--- src/rtl/norm_pkg.sv ---
// Shared widths, requester ids and pipeline record types for the normalizing scheduler.
package norm_pkg;

    localparam int DW  = 48;
    localparam int LZW = 6;

    localparam logic ID_A = 1'b0;
    localparam logic ID_B = 1'b1;

    typedef struct packed {
        logic          id;
        logic [DW-1:0] data;
    } s1_t;

    typedef struct packed {
        logic           id;
        logic [LZW-1:0] lz;
        logic [DW-1:0]  mant;
        logic           zero;
    } res_t;

    // A shift of DW on an all-zero operand still yields zero, so no special case is needed.
    function automatic logic [DW-1:0] norm_shift(input logic [DW-1:0] d, input logic [LZW-1:0] lz);
        return d << lz;
    endfunction

endpackage

--- src/rtl/norm_sched_if.sv ---
// Two requester handshakes plus the normalized-result handshake of norm_sched.
interface norm_sched_if;
    import norm_pkg::*;

    logic           a_valid;
    logic           a_ready;
    logic [DW-1:0]  a_data;
    logic           b_valid;
    logic           b_ready;
    logic [DW-1:0]  b_data;
    logic           out_valid;
    logic           out_ready;
    logic           out_id;
    logic [LZW-1:0] out_lz;
    logic [DW-1:0]  out_mant;
    logic           out_zero;

    modport slave (
        input  a_valid, a_data, b_valid, b_data, out_ready,
        output a_ready, b_ready, out_valid, out_id, out_lz, out_mant, out_zero
    );

    modport master (
        output a_valid, a_data, b_valid, b_data, out_ready,
        input  a_ready, b_ready, out_valid, out_id, out_lz, out_mant, out_zero
    );

endinterface

--- src/rtl/norm_sched_lzd.sv ---
// 48-bit leading-zero detector; an all-zero input reports DW.
module lzd
    import norm_pkg::*;
(
    input  logic [DW-1:0]  din,
    output logic [LZW-1:0] cnt
);

    localparam int NN = DW / 4;

    logic [NN-1:0] nib_nz;
    logic [1:0]    nib_lz [NN];

    for (genvar gi = 0; gi < NN; gi++) begin : g_nib
        logic [3:0] nib;
        assign nib        = din[gi*4 +: 4];
        assign nib_nz[gi] = |nib;
        assign nib_lz[gi] = nib[3] ? 2'd0 :
                            nib[2] ? 2'd1 :
                            nib[1] ? 2'd2 : 2'd3;
    end

    // Scan from the least significant nibble so the most significant non-zero one wins.
    always_comb begin
        cnt = LZW'(DW);
        for (int k = 0; k < NN; k++) begin
            if (nib_nz[k]) begin
                cnt = LZW'((NN - 1 - k) * 4) + LZW'(nib_lz[k]);
            end
        end
    end

endmodule

--- src/rtl/norm_sched.sv ---
// Two-stage scheduler sharing one leading-zero normalizer between requesters A and B.
module norm_sched
    import norm_pkg::*;
#(
    parameter bit FAIR_EN = 1'b1
) (
    input  logic        clk,
    input  logic        rstn,
    norm_sched_if.slave bus
);

    logic           s1_valid_q, s1_valid_d;
    s1_t            s1_q, s1_d;
    logic           ptr_q, ptr_d;
    logic           init_q;
    logic           out_valid_q, out_valid_d;
    res_t           out_q, out_d;

    logic [LZW-1:0] lz;
    logic           s2_load;
    logic           s1_load;
    logic           gnt_a, gnt_b;
    logic           acc_a, acc_b;

    always_comb begin
        gnt_a = 1'b0;
        gnt_b = 1'b0;
        if (FAIR_EN) begin
            if (bus.a_valid && bus.b_valid) begin
                gnt_a = (ptr_q == ID_B);
                gnt_b = (ptr_q == ID_A);
            end else begin
                gnt_a = bus.a_valid;
                gnt_b = bus.b_valid;
            end
        end else begin
            gnt_a = bus.a_valid;
            gnt_b = bus.b_valid & ~bus.a_valid;
        end
    end

    // init_q keeps both readies low until the first edge after reset release.
    assign s2_load     = ~out_valid_q | bus.out_ready;
    assign s1_load     = init_q & (~s1_valid_q | s2_load);
    assign bus.a_ready = s1_load & gnt_a;
    assign bus.b_ready = s1_load & gnt_b;
    assign acc_a       = bus.a_valid & bus.a_ready;
    assign acc_b       = bus.b_valid & bus.b_ready;

    lzd u_lzd (
        .din (s1_q.data),
        .cnt (lz)
    );

    always_comb begin
        s1_valid_d = s1_valid_q;
        s1_d       = s1_q;
        ptr_d      = ptr_q;
        if (s1_load) begin
            s1_valid_d = acc_a | acc_b;
        end
        if (acc_a) begin
            s1_d.id   = ID_A;
            s1_d.data = bus.a_data;
            ptr_d     = ID_A;
        end else if (acc_b) begin
            s1_d.id   = ID_B;
            s1_d.data = bus.b_data;
            ptr_d     = ID_B;
        end
    end

    always_comb begin
        out_valid_d = out_valid_q;
        out_d       = out_q;
        if (s2_load) begin
            out_valid_d = s1_valid_q;
            if (s1_valid_q) begin
                out_d.id   = s1_q.id;
                out_d.lz   = lz;
                out_d.mant = norm_shift(s1_q.data, lz);
                out_d.zero = ~|s1_q.data;
            end
        end
    end

    always_ff @(posedge clk or negedge rstn) begin
        if (!rstn) begin
            s1_valid_q  <= 1'b0;
            s1_q        <= '0;
            ptr_q       <= ID_B;
            init_q      <= 1'b0;
            out_valid_q <= 1'b0;
            out_q       <= '0;
        end else begin
            s1_valid_q  <= s1_valid_d;
            s1_q        <= s1_d;
            ptr_q       <= ptr_d;
            init_q      <= 1'b1;
            out_valid_q <= out_valid_d;
            out_q       <= out_d;
        end
    end

    assign bus.out_valid = out_valid_q;
    assign bus.out_id    = out_q.id;
    assign bus.out_lz    = out_q.lz;
    assign bus.out_mant  = out_q.mant;
    assign bus.out_zero  = out_q.zero;

    a_one_ready: assert property (@(posedge clk) disable iff (!rstn)
        !(bus.a_ready && bus.b_ready));

    a_out_hold: assert property (@(posedge clk) disable iff (!rstn)
        (bus.out_valid && !bus.out_ready) |=> (bus.out_valid && $stable(bus.out_mant) && $stable(bus.out_lz)));

endmodule

--- src/flat_wrapper.sv ---
// flat-port wrapper written by rule: the top's interface ports become plain ports
module norm_sched_flat import norm_pkg::*;
#(
    parameter bit FAIR_EN = 1'b1
)
  (clk, rstn, bus_a_valid, bus_a_data, bus_b_valid, bus_b_data, bus_out_ready, bus_a_ready, bus_b_ready, bus_out_valid, bus_out_id, bus_out_lz, bus_out_mant, bus_out_zero);
  norm_sched_if bus_i ();
  input  logic clk;
  input  logic rstn;
  input wire logic [$bits(bus_i.a_valid)-1:0] bus_a_valid;
  input wire logic [$bits(bus_i.a_data)-1:0] bus_a_data;
  input wire logic [$bits(bus_i.b_valid)-1:0] bus_b_valid;
  input wire logic [$bits(bus_i.b_data)-1:0] bus_b_data;
  input wire logic [$bits(bus_i.out_ready)-1:0] bus_out_ready;
  output wire logic [$bits(bus_i.a_ready)-1:0] bus_a_ready;
  output wire logic [$bits(bus_i.b_ready)-1:0] bus_b_ready;
  output wire logic [$bits(bus_i.out_valid)-1:0] bus_out_valid;
  output wire logic [$bits(bus_i.out_id)-1:0] bus_out_id;
  output wire logic [$bits(bus_i.out_lz)-1:0] bus_out_lz;
  output wire logic [$bits(bus_i.out_mant)-1:0] bus_out_mant;
  output wire logic [$bits(bus_i.out_zero)-1:0] bus_out_zero;
  assign bus_i.a_valid = bus_a_valid;
  assign bus_i.a_data = bus_a_data;
  assign bus_i.b_valid = bus_b_valid;
  assign bus_i.b_data = bus_b_data;
  assign bus_i.out_ready = bus_out_ready;
  assign bus_a_ready = bus_i.a_ready;
  assign bus_b_ready = bus_i.b_ready;
  assign bus_out_valid = bus_i.out_valid;
  assign bus_out_id = bus_i.out_id;
  assign bus_out_lz = bus_i.out_lz;
  assign bus_out_mant = bus_i.out_mant;
  assign bus_out_zero = bus_i.out_zero;
  norm_sched #(.FAIR_EN(FAIR_EN)) u_core (.clk(clk), .rstn(rstn), .bus(bus_i));
endmodule
--- config.mk ---
export PLATFORM = sky130hd
export DESIGN_NAME = norm_sched_flat
export DESIGN_NICKNAME = d
export VERILOG_FILES = /design/src/rtl/norm_pkg.sv /design/src/rtl/norm_sched_if.sv /design/src/rtl/norm_sched_lzd.sv /design/src/rtl/norm_sched.sv /design/src/flat_wrapper.sv
export SDC_FILE = /design/constraint.sdc
export NUM_CORES = 1
export LEC_CHECK = 0
export CAP_MARGIN = 15
export CORE_MARGIN = 2
export CORE_UTILIZATION = 35
export CTS_CLUSTER_SIZE = 20
export DETAILED_ROUTE_END_ITERATION = 10
export PLACE_DENSITY_LB_ADDON = 0.3
export SYNTH_ARGS = -nofsm -noshare
export SYNTH_HDL_FRONTEND = slang
export SYNTH_SLANG_ARGS = --single-unit
export TNS_END_PERCENT = 20
--- constraint.sdc ---
create_clock -name clk -period 3.05 [get_ports clk]
set_input_delay 0.7625 -clock clk [delete_from_list [all_inputs] [get_ports clk]]
set_output_delay 0.7625 -clock clk [all_outputs]
set_load 0.01 [all_outputs]
==> results.py <==
metrics = {
    "sta": {
        "hold_viol": 0,
        "worst_slew_pin_slew_ns": 0.588,
        "fin_crit_ns": 3.24,
        "period_share_pct": 106,
        "finalSetupTns_ns": -3.81,
        "finalMaxSlewViolations": 0,
        "setup-violations-final": 36,
        "fin_ws_ns": -0.192,
        "rsz0062_at_grt": "true",
        "slew_headroom_pct": 60.7,
        "fmax_mhz": 308,
        "fin_worst_skew_ns": 0.00981,
    },
    "synthesis": {
        "yosys_warnings": 0,
        "synth-simple-area-share_pct": 15.6,
        "synth_seq_cells": 109,
        "synthTopCellsByCount": "nand2_1 (116), dfrtp_1 (108), inv_1 (65)",
        "synth_top_area_share_pct": 32.7,
        "synthAdderAreaFrac_pct": 0,
        "ys_seq_area_share_pct": 33.1,
        "yosys.cell_types.count": 91,
        "syn_nets": 1046,
        "synth_cells": 945,
        "synth_most_common_cell": "nand2_1",
        "synth_xor_area_share_pct": 0,
        "synthTopCellsByArea": "dfrtp_1 (33%), a222oi_1 (6.1%), mux2i_1 (5.9%), nand2_1 (5.3%), a21oi_1 (3.4%)",
        "synth_compound_area_share_pct": 32.4,
        "synthFlopType": "dfrtp_1",
        "synth_top_family_by_area": "compound AO/OA/AOI/OAI gates",
        "yosysTopAreaCell": "dfrtp_1",
        "post_synth.cell_area_avg_um2": 8.74,
        "synth_edf_count": 0,
        "synth.mux.area_fraction_pct": 10.9,
        "async_flop_share_pct": 100,
        "synth_area_um2": 8260,
    },
    "floorplanning": {
        "die_area_um2": 24800,
        "core_um2": 23300,
        "fp.dieH_um": 158,
        "die_width_um": 158,
        "io_pins": 160,
        "rows": 56,
        "initial_core_util_pct": 35.4,
    },
    "clock_network": {
        "clk_pin_slew_ns": 0.08,
        "cts-hold-fix-buffers": 0,
        "cts-root-buf": "clkbuf_16",
        "clkLatencyLatePin_ns": 0.37,
        "clock_sinks": 109,
        "clockBufferDepth": 2,
        "cts_buffers": 9,
        "htreeDepth": 3,
        "cts_tree": "yes",
    },
    "placement": {
        "dp_hpwl_um": 27000,
        "place_ws_ns": -0.285,
        "io_buffers": 159,
        "place_congestion": 0.976,
    },
    "critical_path": {
        "crit_type": "reg -> reg",
        "cp-end-kind": "register",
        "crit_fanout": 7,
        "ff2ff_setup_slack_ns": -0.19,
        "cp_data_arrival_time_ns": 3.48,
        "worst_setup_path_start_kind": "register",
        "critical_path_required_ns": 3.29,
    },
    "final_layout": {
        "regArea_um2": 2730,
        "multi_input_area_um2": 5470,
        "nFillCells": 2133,
        "fin_nets": 1429,
        "area_delta_synth_final_pct": 58.9,
        "final_layout_size_suffix_gt1_share_pct": 34.6,
        "diodes": 0,
    },
    "drt": {
        "via_count": 9482,
        "drt_wl_total_um": 34100,
        "drtPass1Iterations": 9,
        "ant_nets": 0,
        "avgViaCountPerCell": 5.74,
        "drtIter0Drc": 899,
        "drt-wirelength-per-cell_um": 20.7,
        "remaining_drc_errors": 0,
    },
    "global_routing": {
        "track_usage_pct": 27.3,
        "grt_pass1_vias": 9001,
        "grt_antenna_before_repair": 0,
        "grt-ovfl-total": 0,
        "grt_max_degree": 55,
        "grt_pass1_wl_um": 52000,
    },
    "pwr": {
        "p_leak_uw": 0.00576,
        "ir_drop_v": 0.000414,
        "power_density_nw_per_um2": 936,
    },
    "run_status": {
        "violations": "negative setup slack",
        "status": "complete, but fails checks",
    },
    "hold_path": {
        "hold_path.class": "in -> async",
    },
    "run": {
        "drv_cap": 0,
    },
}
[cell type report]
class | count | area share, %
clock buffers | 10 | 1.75
inverters | 65 | 1.86
multi-input cells | 691 | 41.7
repair buffers | 452 | 30.3
well taps | 319 | 3.04
clock inverters | 6 | 0.591
flip-flops and latches | 109 | 20.8
[registers in the layout (all words and copies together), names as in the netlist]
name and cells:
u_core.bus.out_lz 6, u_core.bus.out_zero 1, u_core.init_q 1, u_core.s1_valid_q 1, u_core.ptr_q 1, u_core.bus.out_valid 1, u_core.bus.out_mant 48, u_core.s1_q 49
u_core.bus.out_id 1
[cell usage in the layout (no fill, tap or decap), types with 8 or more instances in the layout]
master and count:
mux2i_1 24, a222oi_1 50, o21ai_1 21, o21ai_0 31
clkbuf_16 10, mux2i_2 18, buf_6 11, inv_1 65
buf_12 10, nor3_1 11, a21oi_2 14, mux2_4 10
a22o_1 18, nor4_1 8, buf_4 272, a22oi_1 12
a21oi_1 41, dfrtp_1 108, mux2i_4 14, or4_4 8
nor2_1 58, o211ai_1 22, nand2_1 115, nand3_1 15
clkdlybuf4s50_1 156
[per-stage QoR]
step | instance area, um2 | utilization [%] | total power, uW | instances | hold WS [ns]
floorplan | 8270 | - | 6120 | 945 | 0.439
global placement | 12100 | 51.9 | 10000 | 1624 | 0.461
detailed placement | 12100 | 51.9 | 10100 | 1624 | 0.466
CTS | 12800 | 54.7 | 11800 | 1650 | 0.386
global route | 13100 | 56.2 | 12900 | 1652 | 0.415
finish | 13100 | 56.2 | 12300 | 1652 | 0.368
[report_power, final]
group / switching, uW / total, uW / internal (uW)
sequential: 333 / 2250 / 1920
clock: 588 / 1240 / 654
combinational: 4420 / 8780 / 4360
total: 5340 / 12300 / 6930
[per-layer routing]
| layer | vias to the layer above | track usage [%] | share of wire, % |
|---|---|---|---|
| li1 | 4421 | - | - |
| met1 | 4545 | 37.6 | 44 |
| met2 | 432 | 43.6 | 45 |
| met3 | 84 | 3.50 | 6.2 |
| met4 | 0 | 10.9 | 4.2 |
| met5 | - | 0 | 0 |
[kinds of logic (layout without fill, tap and decap cells)]
kind of cell / count (synthesis) / in the layout
compound gates: 347 / 347
buf+inv: 146 / 533
flops: 109 / 109
mux: 76 / 76
other cells: 1 / 1
simple gates: 266 / 267
[path summary, 6_finish.rpt]
path	start	to	cells after the start
worst max-delay path	u_core.s1_q[44]	u_core.bus.out_mant[34]	12
max in group asynchronous	rstn	u_core.s1_q[0]	2
min in group clk	u_core.bus.out_lz[2]	u_core.bus.out_lz[2]	2
worst min register to register	u_core.bus.out_lz[2]	u_core.bus.out_lz[2]	2
worst min-delay path	rstn	u_core.bus.out_mant[22]	1
worst max register to register	u_core.s1_q[44]	u_core.bus.out_mant[34]	12
[worst max-delay path, cell delays in order, from the launching register on]
cell and delay [ns]:
dfrtp_1 0.38, or4_4 0.60, nor3_4 0.20, o211ai_1 0.20, a41o_4 0.35, nand2_8 0.12, buf_12 0.14, mux2i_2 0.31
o2bb2ai_4 0.16, buf_4 0.17, a31oi_2 0.21, o221a_2 0.22, o22ai_2 0.05
[repair_timing]
action                     in CTS  in global routing
gates resized for setup        64                 69
setup endpoints to repair      45                 44
setup buffers                  10                  2
gates cloned                    1                  1
pin swaps                      22                 22
(Power assumes the default switching activity.)
